File: config.mk
export PLATFORM = sky130hd
export DESIGN_NAME = key_entry_buffer
export DESIGN_NICKNAME = d
export VERILOG_FILES = /design/src/rtl/key_entry_buffer.sv
export SDC_FILE = /design/constraint.sdc
export NUM_CORES = 1
export LEC_CHECK = 0
export BUFFER_PORTS_ARGS = -buffer_cell sky130_fd_sc_hd__buf_2
export CORE_ASPECT_RATIO = 1.75
export CORE_MARGIN = 2
export CORE_UTILIZATION = 50
export DETAILED_ROUTE_END_ITERATION = 8
export PLACE_DENSITY = 0.77
export SLEW_MARGIN = 25
export SYNTH_ARGS = -nofsm -noshare
export SYNTH_HDL_FRONTEND = slang
export SYNTH_SLANG_ARGS = --single-unit
File: constraint.sdc
create_clock -name clk -period 8 [get_ports clk]
set_input_delay 1.6 -clock clk [delete_from_list [all_inputs] [get_ports clk]]
set_output_delay 1.6 -clock clk [all_outputs]
set_load 0.02 [all_outputs]
File: src/rtl/key_entry_buffer.sv
// key_entry_buffer: button synchronise/debounce, one-hot to BCD encoding and
// a 4-digit code accumulator that hands a complete code to the lock core with
// a one-cycle code_valid pulse.
module key_entry_buffer #(
    parameter int DEBOUNCE_CYCLES = 4
) (
    input  logic        clk,
    input  logic        rst,
    input  logic        clr,
    input  logic [9:0]  din,
    input  logic        load,
    input  logic        sure,
    output logic [15:0] code,
    output logic [2:0]  digit_cnt,
    output logic        full,
    output logic        load_ack,
    output logic        digit_err,
    output logic        code_valid
);

    // The counter only has to reach DEBOUNCE_CYCLES-1: the flip happens on the
    // edge that would have made it DEBOUNCE_CYCLES.
    localparam int CNT_W = (DEBOUNCE_CYCLES > 1) ? $clog2(DEBOUNCE_CYCLES) : 1;
    localparam logic [CNT_W-1:0] CNT_LAST = CNT_W'(DEBOUNCE_CYCLES - 1);

    // Button index 0 is load, index 1 is sure.
    logic [1:0]       btn_p0;
    logic [1:0]       btn_p1;
    logic [9:0]       din_p0;
    logic [9:0]       din_p1;
    logic [1:0]       deb;
    logic [1:0]       deb_q;
    logic [CNT_W-1:0] db_cnt [2];

    logic             clear_pend;
    logic             load_evt;
    logic             sure_evt;
    logic [15:0]      base_code;
    logic [2:0]       base_cnt;

    function automatic logic [3:0] to_bcd(input logic [9:0] d);
        logic [3:0] r;
        r = 4'd0;
        for (int k = 0; k < 10; k++) begin
            if (d[k]) r = 4'(k);
        end
        return r;
    endfunction

    function automatic logic is_onehot(input logic [9:0] d);
        logic [3:0] n;
        n = 4'd0;
        for (int k = 0; k < 10; k++) begin
            n = n + {3'b000, d[k]};
        end
        return (n == 4'd1);
    endfunction

    // Two-flop synchronisers for the raw buttons and the switch bank.
    always_ff @(posedge clk) begin
        if (rst) begin
            btn_p0 <= 2'b00;
            btn_p1 <= 2'b00;
            din_p0 <= 10'd0;
            din_p1 <= 10'd0;
        end else begin
            btn_p0 <= {sure, load};
            btn_p1 <= btn_p0;
            din_p0 <= din;
            din_p1 <= din_p0;
        end
    end

    // Per-button debounce: accept a new level after it has been stable long enough.
    always_ff @(posedge clk) begin
        if (rst) begin
            deb   <= 2'b00;
            deb_q <= 2'b00;
            for (int i = 0; i < 2; i++) db_cnt[i] <= '0;
        end else begin
            deb_q <= deb;
            for (int i = 0; i < 2; i++) begin
                if (btn_p1[i] == deb[i]) begin
                    db_cnt[i] <= '0;
                end else if (db_cnt[i] == CNT_LAST) begin
                    deb[i]    <= btn_p1[i];
                    db_cnt[i] <= '0;
                end else begin
                    db_cnt[i] <= db_cnt[i] + 1'b1;
                end
            end
        end
    end

    assign load_evt = deb[0] & ~deb_q[0];
    assign sure_evt = deb[1] & ~deb_q[1];
    assign full     = (digit_cnt == 3'd4);

    // The buffer as seen this cycle: empty if the post-confirm clear is due now.
    always_comb begin
        base_code = code;
        base_cnt  = digit_cnt;
        if (clear_pend) begin
            base_code = 16'd0;
            base_cnt  = 3'd0;
        end
    end

    // Event handling with priority clr > sure > load; all pulses are registered.
    always_ff @(posedge clk) begin
        if (rst) begin
            code       <= 16'd0;
            digit_cnt  <= 3'd0;
            load_ack   <= 1'b0;
            digit_err  <= 1'b0;
            code_valid <= 1'b0;
            clear_pend <= 1'b0;
        end else begin
            load_ack   <= 1'b0;
            digit_err  <= 1'b0;
            code_valid <= 1'b0;
            clear_pend <= 1'b0;
            code       <= base_code;
            digit_cnt  <= base_cnt;
            if (clr) begin
                code      <= 16'd0;
                digit_cnt <= 3'd0;
            end else if (sure_evt) begin
                if (base_cnt == 3'd4) begin
                    code_valid <= 1'b1;
                    clear_pend <= 1'b1;
                end else begin
                    digit_err <= 1'b1;
                end
            end else if (load_evt) begin
                if (is_onehot(din_p1) && (base_cnt < 3'd4)) begin
                    code      <= {base_code[11:0], to_bcd(din_p1)};
                    digit_cnt <= base_cnt + 3'd1;
                    load_ack  <= 1'b1;
                end else begin
                    digit_err <= 1'b1;
                end
            end
        end
    end

endmodule

==> summary.md <==
| Metric | Value |
|---|---|
| Sequential area share after synthesis | between 50% and 60% |
| Final Hold Vio Count | 0 |
| Ys Warns | 0 |
| Logic pwr share | roughly 10% |
| Hold WC Path Type | reg2reg |
| Max Freq | 0.252 GHz |
| Avg WL per Cell | 10.8 um |
| Synth Cell Area | 0.00216 sq mm |
| Maxcap violations | 0 |
| WS Path Type | reg2reg |
| Cells after DPL | approximately 280 |
| Via Count | 1422 |
| Routability cong. | 0.880 |
| Final setup margin | 4040 ps |
| Post-CTS Resized | 0 |
| Drt drc | 0 |
| R2r setup slk | 4040 ps |
| Final Cycle Share | 49.5% |
| Row Count | 31 |
| Clock Path Buffers | 2 |
| Mux contribution to synthesized area | 6.96% |
| Peak supply drop | 0.000146 V |
| Int Pwr | 363 uW |
| Worst Setup End Kind | flip-flop |
| Starting Density | 51.9% |
| Worst slew margin | 52.6% |
| Status | completed |
| Count of final max-slew check failures | 0 |
| Compound-Gate Fraction of Synth Area | 7.31% |
| FILL cells | 374 |
| Grt ovf | 0 |
| IO Pins | 38 |
| Htree depth | 2 |
| Xor/xnor share of the synthesized area | 0.813% |
| Cell area power density | around 200 mW/mm^2 |
| Share of post-route cells with drive strength above 1 | 21.7% |
| Top fanout value on the critical path | 16 |
| Startpoint types | flip-flop |
| Initial DRC count | 14 |
| Switching Fraction | 24.7% |
| Root Buffer | clkbuf_8 |
| Antenna cells | 0 |
| Post-CTS setup repair buffer count | 0 |
| CTS buffer count | 5 |
| Antenna Violating Nets Remaining | 0 |
| CTS tree | built |
| Clock Skew | 5.56 ps |
| Core Region | 0.00415 sq mm |
| Reg clk slew, reported paths | 100 ps |
| Largest net degree at the start of global routing | 32 |
| Final Power | 482 uW |
| Total wire length | slightly above 3000 um |
| Crit path arrival time | between 4000 and 5000 ps |
| Area delta synth->final | 14.6% |
| Total GRT Usage | 15.2% |
| Unrepaired setup endpoints after global routing | false |
| Setup TNS | 0 ps |
| Critical Path RT | 8250 ps |
| Layout Cells excl Fill | 289 |
| Via-to-Cell Ratio | between 4 and 5 |
| Most common cell after layout, fill and taps aside | dfxtp_1 |
| Die Span Y | 90.9 um |
| Cells after Synth | 198 |
| Avg Synthesized Cell Area | between 10 and 15 sq um |
| Largest family of logic cells by synthesized area | simple AND/OR/NAND/NOR gates |
| CTS sink count | 54 |
| Port Buf Inserts | 37 |
| Unique masters post-synth | 39 |
| Pleak | between 0.001 and 0.0015 uW |
| Final nets | 266 |
| Synth Area in Adders | 9.05% |
| CTS Hold Bufs | 0 |
| Clk_lat worst skew | 310 ps |
| Number of global-route vias before repair | approximately 1300 |
| Most frequent cells in the layout | 50 x dfxtp_1, 37 x buf_2, 27 x nor2b_1, 16 x nand2_1 |
| P_sw | 119 uW |
| Synth Area in Simple Gates | 19.4% |
| First-pass GRT wire length | 5490 um |
| Die Area | 0.00487 sq mm |
| Clock power frac | 31.6% |
| DIE WIDTH | around 54 um |
| Initial antenna violation count | 0 |
| Pre-Repair DR Iteration Count | 4 |
| Tightest Pin Transition | slightly above 700 ps |
| Flops & latches, synth | 54 |
| Flop pwr share | 58.4% |
| Hold Slack | around 440 ps |
| Worst slack at placement | 4030 ps |
| Setup-failing EPs final | 0 |
| Dpl hpwl | approximately 2400 um |
| Clock period minus worst slack | 3960 ps |
[power groups by stage]
| stage | clock (uW) | sequential, uW | combinational (uW) |
|---|---|---|---|
| floorplan | 0 | 288 | 38.8 |
| global placement | 0 | 288 | 47.0 |
| detailed placement | 0 | 288 | 48.8 |
| CTS | 157 | 282 | 48.7 |
| global route | 165 | 283 | 55.3 |
| finish | 152 | 282 | 48.1 |
[layer usage]
metal / vias up / part of all wire (%) / GRT usage [%]
met5: - / 0 / 0
met1: 649 / 39 / 15.1
met3: 9 / 5.3 / 3.97
li1: 726 / - / -
met4: 0 / 3.2 / 7.91
met2: 38 / 53 / 26.9
[cell usage after synthesis, drive strengths merged]
master | number | area [sq um]
conb | 1 | 3.75
nand3b | 2 | 15.0
edfxtp | 4 | 120
nand2b | 3 | 18.8
clkbuf | 3 | 11.3
o21ai | 4 | 23.8
o2111ai | 2 | 35.0
fa | 6 | 120
a21oi | 4 | 20.0
o31ai | 2 | 15.0
nor3 | 4 | 20.0
or2b | 1 | 7.51
nor2 | 12 | 55.1
a221oi | 1 | 8.76
or4 | 1 | 11.3
nor3b | 2 | 15.0
o2111a | 1 | 11.3
a22oi | 1 | 7.51
and2 | 1 | 6.26
ha | 6 | 75.1
nand2 | 16 | 60.1
xnor2 | 2 | 17.5
nand3 | 3 | 15.0
buf | 3 | 25.0
nor2b | 27 | 169
mux2i | 15 | 150
a2111oi | 1 | 27.5
or2 | 2 | 12.5
dfxtp | 50 | 1000
inv | 15 | 56.3
or3 | 2 | 12.5
o2bb2ai | 1 | 8.76
[final timing paths]
path / startpoint / to / cells past startpoint
worst max-delay path: din_p1[5] / code[14] / 12
worst min-delay path: din_p0[0] / din_p1[0] / 1
worst max register to register: din_p1[5] / code[14] / 12
worst min register to register: din_p0[0] / din_p1[0] / 1
[cells by family after synthesis]
group                    after synthesis
AO/OA/AOI/OAI                         17
XOR/XNOR                               2
adder cells (fa/ha/maj)               12
buffers and inverters                 21
flip-flops                            54
multiplexers                          15
other                                  1
AND/OR/NAND/NOR                       76
[critical path, stage by stage (launching register included)]
cell and delay, ps:
dfxtp_1 370, fa_1 500, fa_1 490, inv_1 50
fa_1 420, inv_1 60, ha_1 200, inv_1 70
fa_1 410, a2111oi_4 420, o2111ai_4 190, nor2_4 470
mux2i_1 240
[layout make-up]
cell class	instances	area, sq um	area share [%]
Clock inverter	3	23.8	0.963
Inverter	15	56.3	2.28
Clock buffer	5	68.8	2.79
Tap cell	49	61.3	2.48
Multi-Input combinational cell	126	953	38.6
Sequential cell	54	1120	45.4
Timing Repair Buffer	37	185	7.50
[per-stage QoR]
step	cell area [sq um]	util (%)
floorplan	2170	-
global placement	2380	57.3
detailed placement	2380	57.3
CTS	2470	59.5
global route	2470	59.5
finish	2470	59.5
[registers in the layout (all words and copies together), names as in the netlist]
name        count
deb             2
btn_p0          2
code           16
btn_p1          2
db_cnt          4
digit_err       1
clear_pend      1
deb_q           2
din_p0         10
digit_cnt       3
load_ack        1
din_p1         10
Note: power is estimated with default switching activity, not from simulation.
